==> src/rtl/router_pkg.sv <==
// Shared types and header layout for the router packet transmitter.
package router_pkg;

    localparam int MAX_LEN   = 63;
    localparam int ADDR_W    = 2;
    localparam int LEN_W     = 6;
    localparam int BYTE_W    = 8;
    localparam int BUF_DEPTH = 64;
    localparam int BUF_AW    = 6;

    localparam int HDR_LEN_MSB  = 7;
    localparam int HDR_LEN_LSB  = 2;
    localparam int HDR_ADDR_MSB = 1;
    localparam int HDR_ADDR_LSB = 0;

    localparam logic [ADDR_W-1:0] ADDR_INVALID = 2'd3;

    typedef enum logic [2:0] {
        ST_IDLE,
        ST_FILL,
        ST_HEADER,
        ST_PAYLOAD,
        ST_PARITY,
        ST_GAP
    } tx_state_t;

    function automatic logic [BYTE_W-1:0] make_header(input logic [ADDR_W-1:0] addr,
                                                      input logic [LEN_W-1:0]  len);
        logic [BYTE_W-1:0] hdr;
        hdr = '0;
        hdr[HDR_LEN_MSB:HDR_LEN_LSB]   = len;
        hdr[HDR_ADDR_MSB:HDR_ADDR_LSB] = addr;
        return hdr;
    endfunction

endpackage

==> src/rtl/router_tx_buf.sv <==
// Payload buffer: 64x8 register array, synchronous write, combinational read, no reset.
module router_tx_buf
    import router_pkg::*;
(
    input  logic              clock,
    input  logic              wr_en,
    input  logic [BUF_AW-1:0] wr_addr,
    input  logic [BYTE_W-1:0] wr_data,
    input  logic [BUF_AW-1:0] rd_addr,
    output logic [BYTE_W-1:0] rd_data
);

    logic [BYTE_W-1:0] r_mem [BUF_DEPTH];

    always_ff @(posedge clock) begin
        if (wr_en) begin
            r_mem[wr_addr] <= wr_data;
        end
    end

    assign rd_data = r_mem[rd_addr];

endmodule

==> src/rtl/router_pkt_tx.sv <==
// Router input-port packet transmitter: buffers a payload, then sends header/payload/parity.
// Optional ROUTER_TX_PARITY_INJECT_EN adds inject_err to invert the transmitted parity byte.
module router_pkt_tx #(
    parameter int MAX_LEN = 63,
    parameter int DATA_W  = 8
) (
    input  logic              clock,
    input  logic              resetn,
    input  logic              req_valid,
    output logic              req_ready,
    input  logic [1:0]        req_addr,
    input  logic [5:0]        req_len,
    output logic              req_err,
    input  logic              pl_valid,
    output logic              pl_ready,
    input  logic [DATA_W-1:0] pl_data,
    input  logic              busy,
    output logic              pkt_valid,
    output logic [DATA_W-1:0] data_out,
    output logic              tx_done
`ifdef ROUTER_TX_PARITY_INJECT_EN
    ,
    input  logic              inject_err
`endif
);
    import router_pkg::*;

    tx_state_t         r_state;
    tx_state_t         w_state_next;
    logic              r_alive;
    logic [ADDR_W-1:0] r_addr;
    logic [LEN_W-1:0]  r_len;
    logic [LEN_W-1:0]  r_idx;
    logic [DATA_W-1:0] r_parity;
    logic              r_pkt_valid;
    logic [DATA_W-1:0] r_data;
    logic              r_tx_done;
    logic              r_req_err;

    logic              w_pkt_valid_next;
    logic [DATA_W-1:0] w_data_next;
    logic              w_req_fire;
    logic              w_req_bad;
    logic              w_pl_fire;
    logic              w_last_idx;
    logic [BUF_AW-1:0] w_rd_addr;
    logic [DATA_W-1:0] w_rd_data;
    logic [DATA_W-1:0] w_par_mask;

    // r_alive keeps req_ready low until the first edge after reset release.
    assign req_ready  = r_alive && (r_state == ST_IDLE);
    assign pl_ready   = (r_state == ST_FILL);
    assign w_req_fire = req_valid && req_ready;
    assign w_req_bad  = (req_addr == ADDR_INVALID) || (req_len == '0) || (int'(req_len) > MAX_LEN);
    assign w_pl_fire  = pl_valid && pl_ready;
    assign w_last_idx = (r_idx == r_len - LEN_W'(1));

    assign pkt_valid = r_pkt_valid;
    assign data_out  = r_data;
    assign tx_done   = r_tx_done;
    assign req_err   = r_req_err;

`ifdef ROUTER_TX_PARITY_INJECT_EN
    logic r_inject;

    always_ff @(posedge clock or negedge resetn) begin
        if (!resetn) begin
            r_inject <= 1'b0;
        end else if (w_req_fire) begin
            r_inject <= inject_err;
        end
    end

    assign w_par_mask = {DATA_W{r_inject}};
`else
    assign w_par_mask = '0;
`endif

    router_tx_buf u_buf (
        .clock   (clock),
        .wr_en   (w_pl_fire),
        .wr_addr (r_idx),
        .wr_data (pl_data),
        .rd_addr (w_rd_addr),
        .rd_data (w_rd_data)
    );

    always_ff @(posedge clock or negedge resetn) begin
        if (!resetn) begin
            r_state <= ST_IDLE;
        end else begin
            r_state <= w_state_next;
        end
    end

    // Bus outputs are registered, so they are computed here for the state being entered.
    always_comb begin
        w_state_next     = r_state;
        w_pkt_valid_next = r_pkt_valid;
        w_data_next      = r_data;
        w_rd_addr        = '0;
        unique case (r_state)
            ST_IDLE: begin
                if (w_req_fire && !w_req_bad) begin
                    w_state_next = ST_FILL;
                end
            end
            ST_FILL: begin
                if (w_pl_fire && w_last_idx) begin
                    w_state_next     = ST_HEADER;
                    w_pkt_valid_next = 1'b1;
                    w_data_next      = make_header(r_addr, r_len);
                end
            end
            ST_HEADER: begin
                if (!busy) begin
                    w_state_next = ST_PAYLOAD;
                    w_data_next  = w_rd_data;
                end
            end
            ST_PAYLOAD: begin
                w_rd_addr = r_idx + BUF_AW'(1);
                if (!busy) begin
                    if (w_last_idx) begin
                        w_state_next     = ST_PARITY;
                        w_pkt_valid_next = 1'b0;
                        w_data_next      = r_parity ^ w_par_mask;
                    end else begin
                        w_data_next = w_rd_data;
                    end
                end
            end
            ST_PARITY: begin
                if (!busy) begin
                    w_state_next = ST_GAP;
                    w_data_next  = '0;
                end
            end
            ST_GAP: begin
                w_state_next = ST_IDLE;
            end
            default: begin
                w_state_next     = ST_IDLE;
                w_pkt_valid_next = 1'b0;
                w_data_next      = '0;
            end
        endcase
    end

    always_ff @(posedge clock or negedge resetn) begin
        if (!resetn) begin
            r_alive     <= 1'b0;
            r_addr      <= '0;
            r_len       <= '0;
            r_idx       <= '0;
            r_parity    <= '0;
            r_pkt_valid <= 1'b0;
            r_data      <= '0;
            r_tx_done   <= 1'b0;
            r_req_err   <= 1'b0;
        end else begin
            r_alive     <= 1'b1;
            r_pkt_valid <= w_pkt_valid_next;
            r_data      <= w_data_next;
            r_tx_done   <= (r_state == ST_PARITY) && !busy;
            r_req_err   <= w_req_fire && w_req_bad;

            if (w_req_fire) begin
                r_addr <= req_addr;
                r_len  <= req_len;
                r_idx  <= '0;
                if (!w_req_bad) begin
                    r_parity <= make_header(req_addr, req_len);
                end
            end

            // idx is reused: write pointer while filling, read pointer while sending.
            if (w_pl_fire) begin
                r_parity <= r_parity ^ pl_data;
                r_idx    <= w_last_idx ? '0 : r_idx + LEN_W'(1);
            end

            if ((r_state == ST_PAYLOAD) && !busy) begin
                r_idx <= w_last_idx ? '0 : r_idx + LEN_W'(1);
            end
        end
    end

endmodule

==> config.mk <==
export PLATFORM = sky130hd
export DESIGN_NAME = router_pkt_tx
export DESIGN_NICKNAME = d
export VERILOG_FILES = /design/src/rtl/router_pkg.sv /design/src/rtl/router_tx_buf.sv /design/src/rtl/router_pkt_tx.sv
export SDC_FILE = /design/constraint.sdc
export NUM_CORES = 1
export LEC_CHECK = 0
export ABC_AREA = 1
export CORE_UTILIZATION = 43
export DETAILED_ROUTE_END_ITERATION = 8
export HOLD_SLACK_MARGIN = 0.12
export PLACE_DENSITY = 0.58
export RECOVER_POWER = 25
export SYNTH_ARGS = -nofsm -noshare
export SYNTH_HDL_FRONTEND = slang
export SYNTH_HIERARCHICAL = 1
export SYNTH_SLANG_ARGS = --single-unit
==> constraint.sdc <==
create_clock -name clock -period 3 [get_ports clock]
set_clock_uncertainty 0.1 [all_clocks]
set_input_delay 0.6 -clock clock [delete_from_list [all_inputs] [get_ports clock]]
set_output_delay 0.6 -clock clock [all_outputs]
set_load 0.005 [all_outputs]
==> flow_summary.json <==
{
  "clk_latency_ps": 620,
  "path_max_fanout": 64,
  "status": "finished with violations",
  "netlist_instances": 2125,
  "grt-ovfl-total": 0,
  "track_usage_pct": 22.5,
  "port_buffers": 33,
  "die_area_mm2": 0.0556,
  "post-place-ws_ps": 8.31,
  "ir_worst_vdd_mv": 0.489,
  "grt_pass1_vias": 15700,
  "grt_max_degree": 82,
  "fmax_mhz": 345,
  "ant_nets": 0,
  "fin_nets": 2226,
  "synth_top_area_share_pct": 65.4,
  "syn-cell-area_mm2": 0.0235,
  "grt_pass1_wl_um": 95100,
  "drt-initial-drc-count": 1429,
  "crit_arrival_ps": 3360,
  "antenna_cells": 0,
  "critPathBufInv": 5,
  "drc_errors": 0,
  "crit_path_frequent_cell": "nand2_1",
  "antenna_found_initial": 0,
  "final-hold-violation-count": 0,
  "tritoncts": "done",
  "violations": "max-capacitance violations, max-slew violations",
  "cts_sinks": 549,
  "power_leakage_nw": 9.86,
  "drive_above_1_share_pct": 9.21,
  "tightest_slew_ps": 2000,
  "initial_utilization_pct": 43.6,
  "yosys.area.top_type": "edfxtp_1",
  "path_delay_family": "simple AND/OR/NAND/NOR gates",
  "fillCellCount": 4753,
  "fin_util_pct": 49.6,
  "ys_seq_area_share_pct": 69.3,
  "cts.htree.levels": 2,
  "io_pins": 34,
  "setup_viol": 0,
  "path_cells": "nor2_2 > nand2_2 > buf_4 > nor2_4 > inv_4 > buf_12 > nand3_1 > nand3_1 > nand2_1 > nand2_1 > nand3_1 > nand3_2 > nand2_1 > inv_1 > o22ai_1 > inv_1 > nand2_1 > nand2_1 > nand2_1",
  "chipHeight_um": 236,
  "first_pass_iters": 7,
  "worst_slack_ps": 100,
  "fin_crit_sh_pct": 96.7,
  "hpwl_um": 39100,
  "syn_nets": 2148,
  "hold_class": "reg2reg",
  "coreArea_mm2": 0.0539,
  "clockBufferDepth": 3,
  "cts_buffers": 57,
  "max_slew_margin_pct": -33.2,
  "yosysWarningCount": 6,
  "placed_cells": 2833,
  "die_width_um": 236,
  "synth_cell_types": 38,
  "max_stage_delay_ps": 390,
  "synth.avg_cell_area_um2": 11.1,
  "synthTopCellsByArea": "edfxtp_1, nand2_1, nand3_1",
  "place_congestion": 0.935,
  "drv_cap": 5,
  "power_w": 0.0219,
  "crit_slowest_cell": "dfrtp_1",
  "cp-start-kind": "flip-flop",
  "worstSetupPathType": "reg2reg",
  "path_clk_slew_ps": 60,
  "wl_um": 62500,
  "required_ps": 3460,
  "ys_ff_latch": 549,
  "rows": 85,
  "setup.worst_path.end_class": "flip-flop",
  "finalNonFillerCells": 2943,
  "root_buffer": "clkbuf_16",
  "vias": 16200,
  "syn2layout_area_growth_pct": 13.8,
  "routedWlPerCell_um": 21.2,
  "routed_via_density": 5.52,
  "period_minus_slack_ps": 2900,
  "pwr_density_cell_mw_per_mm2": 820,
  "finalSetupTns_ps": 0,
  "final_max_slew_viol_count": 151,
  "rsz0062_at_grt": "yes"
}
## flip-flops by register name, indices dropped and copies added (netlist names)
register     count
u_buf/r_mem    512
r_parity         8
req_err          1
data_out         8
r_addr           2
pkt_valid        1
r_state          3
r_alive          1
r_len            6
tx_done          1
r_idx            6
## worst register-to-register path: stages, from the launching register on
cell and delay [ps]:
dfrtp_1 390, nor2_2 160, nand2_2 90, buf_4 200, nor2_4 210, inv_4 80
buf_12 180, nand3_1 260, nand3_1 110, nand2_1 130, nand2_1 70, nand3_1 120
nand3_2 160, nand2_1 120, inv_1 80, o22ai_1 180, inv_1 60, nand2_1 60
nand2_1 50, nand2_1 50
## stage by stage
step	hold WS, ps	area [µm²]
after floorplan	204	23500
after global placement	375	24900
after detailed placement	374	24900
after CTS	327	26700
after global routing	425	26800
final	382	26800
## synthesized netlist by cell type
library cell and n:
nand2_1 750, edfxtp_1 512, nand3_1 463, nor2_1 87
inv_1 57, buf_2 40, dfrtp_1 37, buf_6 35
nand4_1 20, buf_4 15, clkbuf_1 15, o21ai_0 13
buf_1 10, o22ai_1 9, nor4_1 8, a21oi_1 7
xor2_1 7, inv_2 6, o211ai_1 5, nand2_2 4
nand2_4 3, nor2_2 3, buf_8 2, ha_1 2
xnor2_1 2, a211oi_2 1, clkinv_1 1, conb_1 1
inv_4 1, inv_6 1, nand3_4 1, nand4_4 1
nor2_4 1, nor2_8 1, nor3_1 1, o21ai_1 1
o21ai_2 1, o221ai_1 1
## power by group
group | total [W] | switching [W] | internal (W)
sequential | 0.00887 | 0.000212 | 0.00866
clock | 0.00692 | 0.00290 | 0.00402
combinational | 0.00616 | 0.00421 | 0.00195
## layout by cell type (no fill, tap or decap), drive strengths merged
cell type and n:
clkbuf 94, conb 1, edfxtp 512, dfrtp 37, ha 2, clkinv 20
o22ai 9, nand2 757, bufinv 5, nor2 92, a21oi 7, nand4 21
nor3 1, clkinvlp 2, inv 66, a211oi 1, xor2 7, dlygate4sd3 1
xnor2 2, nor4 8, o221ai 1, nand3 464, buf 93, o211ai 5
o21ai 15, clkdlybuf4s50 24
## kinds of logic (layout without fill, tap and decap cells)
group / count (synthesis) / after routing / share of synthesized area (%)
compound gates: 38 / 38 / 0.974
xor+xnor: 9 / 9 / 0.335
fa+ha+maj: 2 / 2 / 0.106
buf+inv: 183 / 305 / 4.62
flops: 549 / 549 / 69.3
other cells: 1 / 1 / 0.0160
simple gates: 1343 / 1343 / 24.6
## cell type report
type	count	area [µm²]	area share [%]
well taps	696	871	3.25
flip-flops and latches	549	16300	60.9
clock buffers	76	1540	5.75
inverters	66	260	0.973
multi-input cells	1393	6180	23.1
repair buffers	136	1330	4.98
clock inverters	27	279	1.04
## routing by layer
metal	GRT usage, %	vias up	part of all wire (%)
li1	-	7542	-
met3	2.81	90	6.5
met1	32.0	8072	44
met2	36.1	545	47
met5	0	-	0
met4	7.11	0	2.6
## final timing paths
kind                        startpoint           to  slack [ps]  cells past startpoint
min reg2reg                data_out[0]  data_out[0]         380                      2
max                         r_state[2]  data_out[5]         100                     19
max in group asynchronous       resetn     r_idx[3]        1680                      2
min in group asynchronous       resetn      req_err         560                      2
max reg2reg                 r_state[2]  data_out[5]         100                     19
min                        data_out[0]  data_out[0]         380                      2
## what timing repair did
item,4_1_cts,5_1_grt
endpoints found under the setup margin,0,8
hold endpoints to repair,37,0
resized for setup,0,15
hold buffers,1,0
buffers inserted,0,5
Note: power is estimated with default switching activity, not from simulation.
==> edit 1: new RTL, same flow settings <==
Encoding of `tx_state_t`: now one-hot (6 bits for 6 states).
--- a/src/rtl/router_pkg.sv
+++ b/src/rtl/router_pkg.sv
@@ -17,9 +17,9 @@
 
-    typedef enum logic [2:0] {
-        ST_IDLE,
-        ST_FILL,
-        ST_HEADER,
-        ST_PAYLOAD,
-        ST_PARITY,
-        ST_GAP
+    typedef enum logic [5:0] {
+        ST_IDLE    = 6'b000001,
+        ST_FILL    = 6'b000010,
+        ST_HEADER  = 6'b000100,
+        ST_PAYLOAD = 6'b001000,
+        ST_PARITY  = 6'b010000,
+        ST_GAP     = 6'b100000
     } tx_state_t;
Behaviour: same outputs for any inputs over 4 cycles, from zero or initial values and one cycle with resetn low; so few cycles prove little.
==> edit 1 against the original RTL <==
The flow still finishes with violations (max-capacitance violations, max-slew violations); cell area rose by 1.5%; count of clock-buffer cells in the layout fell by 6; routed wire length rose by 1.3%; sequential share of layout area fell by 0.63 points; sequential cell count rose by 3; worst setup slack improved by 0.0024 ns; synthesized area rose by 0.24%.
Power is not compared: it rests on default switching activity, and its combinational part moved more than twofold at a synthesized area within 25%.
==> edit 1: results (changes against the original RTL) <==
| Metric | Value |
|---|---|
| Max-slew violations | 199 (was 151) |
| Hold EP | pkt_valid (was data_out[0]) |
| Netlist cell types | 36 (was 38) |
| Placed Instances | 2879 (was 2833) |
| Top post-synthesis cells by count | nand2_1 (769), edfxtp_1 (512), nand3_1 (470) (was nand2_1 (750), edfxtp_1 (512), nand3_1 (463)) |
| Capturing point of the worst reg2reg path | data_out[6] (was data_out[5]) |
| Violated checks | max-capacitance violations, max-slew violations (unchanged) |
| Arr. time, crit path | 3.29 ns (was 3.36 ns) |
| Worst setup startpoint | r_state[1] (was r_state[2]) |
| First-pass GRT wire length | 96.6 mm (was 95.1 mm) |
| Gr usage total | 23.0% (was 22.5%) |
| Max cap viols | 4 (was 5) |
| Post-Synth XOR/XNOR Area | 0.287% (was 0.335%) |
| Worst path max stage delay | 0.42 ns (was 0.39 ns) |
| Nets | 2271 (was 2226) |
| Pin count of the biggest net entering global routing | 79 (was 82) |
| Routed len/inst | 21.2 µm (about the same) |
| Post-CTS Setup Repair Bufs | 2 (was 0) |
| Count of non-filler cells in the finished layout | 2986 (was 2943) |
| Vias per Instance | 5.43 (was 5.52) |
| Mapped Nets | 2150 (was 2148) |
| Worst Hold Slack | 0.376 ns (was 0.382 ns) |
| Share of cells above drive strength 1 | 11.6% (was 9.21%) |
| Status | finished with violations (unchanged) |
| Gate Count Post-Synth | 2127 (was 2125) |
| Cell Area, Placed | 25300 µm² (was 24900 µm²) |
| Met2 wire length | 29.8 mm (was 29.4 mm) |
| Final-layout fill cell count | 4762 (was 4753) |
| Register area share after synthesis | 69.5% (was 69.3%) |
| Number of global-route vias before repair | 15900 (was 15700) |
| Crit-path max FO | 21 (was 64) |
| Met2 Use GR | 36.8% (was 36.1%) |
| Post-Synth Adder-Cell Area | 0.106% (about the same) |
| Pre-Repair DR Iteration Count | 5 (was 7) |
| Met3 usage | 3.30% (was 2.81%) |
| Slew headroom | -44.5% (was -33.2%) |
| Post-synthesis async set-or-reset flop share | 7.25% (was 6.74%) |
| Met1 usage | 32.3% (was 32.0%) |
| R2R cell count | 17 (was 19) |
[edit 1: changes by cell type in the layout (fill, tap and decap cells not counted), moves of 5 or more]
cell / delta
buf_4: +52
nand2_1: +20
clkbuf_1: -18
nand3_1: +9
nor2_1: -8
inv_1: -6
nand4_1: +6
a21oi_1: -5
[edit 1: layout make-up]
class / count / area [µm²] / share of cell area (%)
Clock inverter: 30 / 314 / 1.16
Timing Repair Buffer: 181 / 1670 / 6.16
Inverter: 55 / 214 / 0.788
Multi-Input combinational cell: 1402 / 6190 / 22.8
Sequential cell: 552 / 16400 / 60.3
Clock buffer: 70 / 1530 / 5.62
Tap cell: 696 / 871 / 3.21
[edit 1: power breakdown]
part	leakage [nW]	switching, mW	internal [mW]
Sequential	5.13	0.141	8.56
Clock	0.901	2.92	4.10
Combinational	4.15	1.08	0.455
Total	10.2	4.14	13.1
==> edit 2: new RTL, same flow settings <==
Without the edit above. The package constant `BUF_DEPTH` goes from 64 to 256.
--- a/src/rtl/router_pkg.sv
+++ b/src/rtl/router_pkg.sv
@@ -7,3 +7,3 @@
     localparam int BYTE_W    = 8;
-    localparam int BUF_DEPTH = 64;
+    localparam int BUF_DEPTH = 256;
     localparam int BUF_AW    = 6;
Formal check against the unedited RTL: no difference found for any inputs over 10 cycles, from zero or initial values and one cycle with resetn low; that may be too few to reach the edited logic, so the function may still have changed.
==> edit 2 against the original RTL <==
The flow still finishes with violations (max-capacitance violations, max-slew violations); worst hold slack lost 0.0010 ns; synthesized area is essentially flat; total power shrank 0.62%; largest cell class unchanged; routed wire length grew 5.0%; combinational power grew 2%; sequential cell count is the same; first-iteration DRC count grew 22%; cell area grew 1.1%; worst setup slack gained 0.028 ns; highest routed layer unchanged.
==> edit 2: results (changes against the original RTL) <==
| Metric | Value |
|---|---|
| Status | finished with violations (unchanged) |
| Violated checks | max-capacitance violations, max-slew violations (unchanged) |
| Met1 usage | 33.4% (was 32.0%) |
| Mapped Nets | 2158 (was 2148) |
| Max cap viols | 5 (unchanged) |
| Met2 Use GR | 36.6% (was 36.1%) |
| Synth top area cells | edfxtp_1 (65%), nand2_1 (12%), nand3_1 (9.8%), dfrtp_1 (3.9%), nor2_1 (1.5%) (was edfxtp_1 (65%), nand2_1 (12%), nand3_1 (9.9%), dfrtp_1 (3.9%), buf_6 (1.7%)) |
| Vias per Instance | 5.49 (was 5.52) |
| Worst Hold Slack | 0.381 ns (was 0.382 ns) |
| Pre-CTS WS | -0.00317 ns (was 0.00831 ns) |
| Nets | 2276 (was 2226) |
| Worst path max stage delay | 0.54 ns (was 0.39 ns) |
| Met1 WL | 28.5 mm (was 27.4 mm) |
| Crit-path max FO | 10 (was 64) |
| Slew headroom | -40.6% (was -33.2%) |
| Met2 wire length | 30.6 mm (was 29.4 mm) |
| Metal3 WL | 4.70 mm (was 4.06 mm) |
| Clk root buf | clkbuf_16 (unchanged) |
| R2R setup slack | 0.15 ns (was 0.10 ns) |
| Met3 usage | 2.80% (was 2.81%) |
| Max-slew violations | 192 (was 151) |
| Arr. time, crit path | 2.17 ns (was 3.36 ns) |
| Count of non-filler cells in the finished layout | 2995 (was 2943) |
| Top post-synthesis cells by count | nand2_1 (768), edfxtp_1 (512), nand3_1 (459) (was nand2_1 (750), edfxtp_1 (512), nand3_1 (463)) |
| Master of the slowest instance on the critical path | clkdlybuf4s50_1 (was dfrtp_1) |
| Pin count of the biggest net entering global routing | 66 (was 82) |
| Placed Instances | 2879 (was 2833) |
| Synthesized area per cell | 11.0 µm² (was 11.1 µm²) |
| Number of global-route vias before repair | 15500 (was 15700) |
| VDD IR max | 0.504 mV (was 0.489 mV) |
| Routed len/inst | 21.9 µm (was 21.2 µm) |
| GP Congestion | 0.915 (was 0.935) |
| Leakage power | 10.1 nW (was 9.86 nW) |
| Detailed router's first-iteration violation count | 1746 (was 1429) |
| Internal | 14.3 mW (was 14.6 mW) |
| Post-synthesis async set-or-reset flop share | 6.74% (unchanged) |
| Share of cells above drive strength 1 | 11.5% (was 9.21%) |
| CP top delay family | buffers and inverters (was simple AND/OR/NAND/NOR gates) |
| Pre-Repair DR Iteration Count | 5 (was 7) |
| Die area | 55600 µm² (about the same) |
## edit 2: logic make-up (layout without fill, tap and decap cells)
family          Yosys count  in the layout  synth area share [%]
flops                   549            549                  69.4
other cells               1              2                0.0160
compound gates           31             31                 0.804
simple gates           1364           1364                  25.0
buf+inv                 176            339                  4.20
fa+ha+maj                 2              2                 0.107
xor+xnor                 10             10                 0.373
mux                       2              2                0.0959
## edit 2: area by class of cell
type	count	share of cell area [%]
sequential	549	60.2
multi-input combinational	1410	23.0
timing repair buffer	174	6.17
clock buffer	74	5.51
tap	696	3.22
clock inverter	30	0.929
inverter	61	0.901
antenna	1	0.00925
## edit 2: through the flow
step	instance area, µm²	power (mW)
2_1_floorplan	23500	12.8
5_1_grt	27100	22.7
3_5_place_dp	25200	15.0
4_1_cts	26900	21.6
6_report	27100	21.8
3_3_place_gp	25200	14.9
## edit 2: path summary, 6_finish.rpt
check | cells after the start | end | start
min reg2reg | 2 | data_out[0] | data_out[0]
min in group asynchronous | 2 | r_addr[0] | resetn
max | 6 | pl_ready | r_state[1]
min | 2 | data_out[0] | data_out[0]
max reg2reg | 20 | data_out[3] | r_state[2]
max in group asynchronous | 2 | r_idx[5] | resetn
## edit 2: power groups by stage
stage	clock, mW	sequential (mW)	combinational (mW)
5_1_grt	7.07	8.86	6.81
3_3_place_gp	0	8.98	5.94
3_5_place_dp	0	8.99	5.98
6_report	6.69	8.84	6.27
2_1_floorplan	0	8.99	3.85
4_1_cts	6.80	8.83	6.00
## edit 2: timing repair
item | CTS | global route
cloned | 0 | 6
setup buffers | 0 | 4
pin swaps | 0 | 1
resized for setup | 1 | 12
endpoints found under the setup margin | 1 | 8
hold buffers | 1 | 0
hold endpoints to repair | 37 | 0
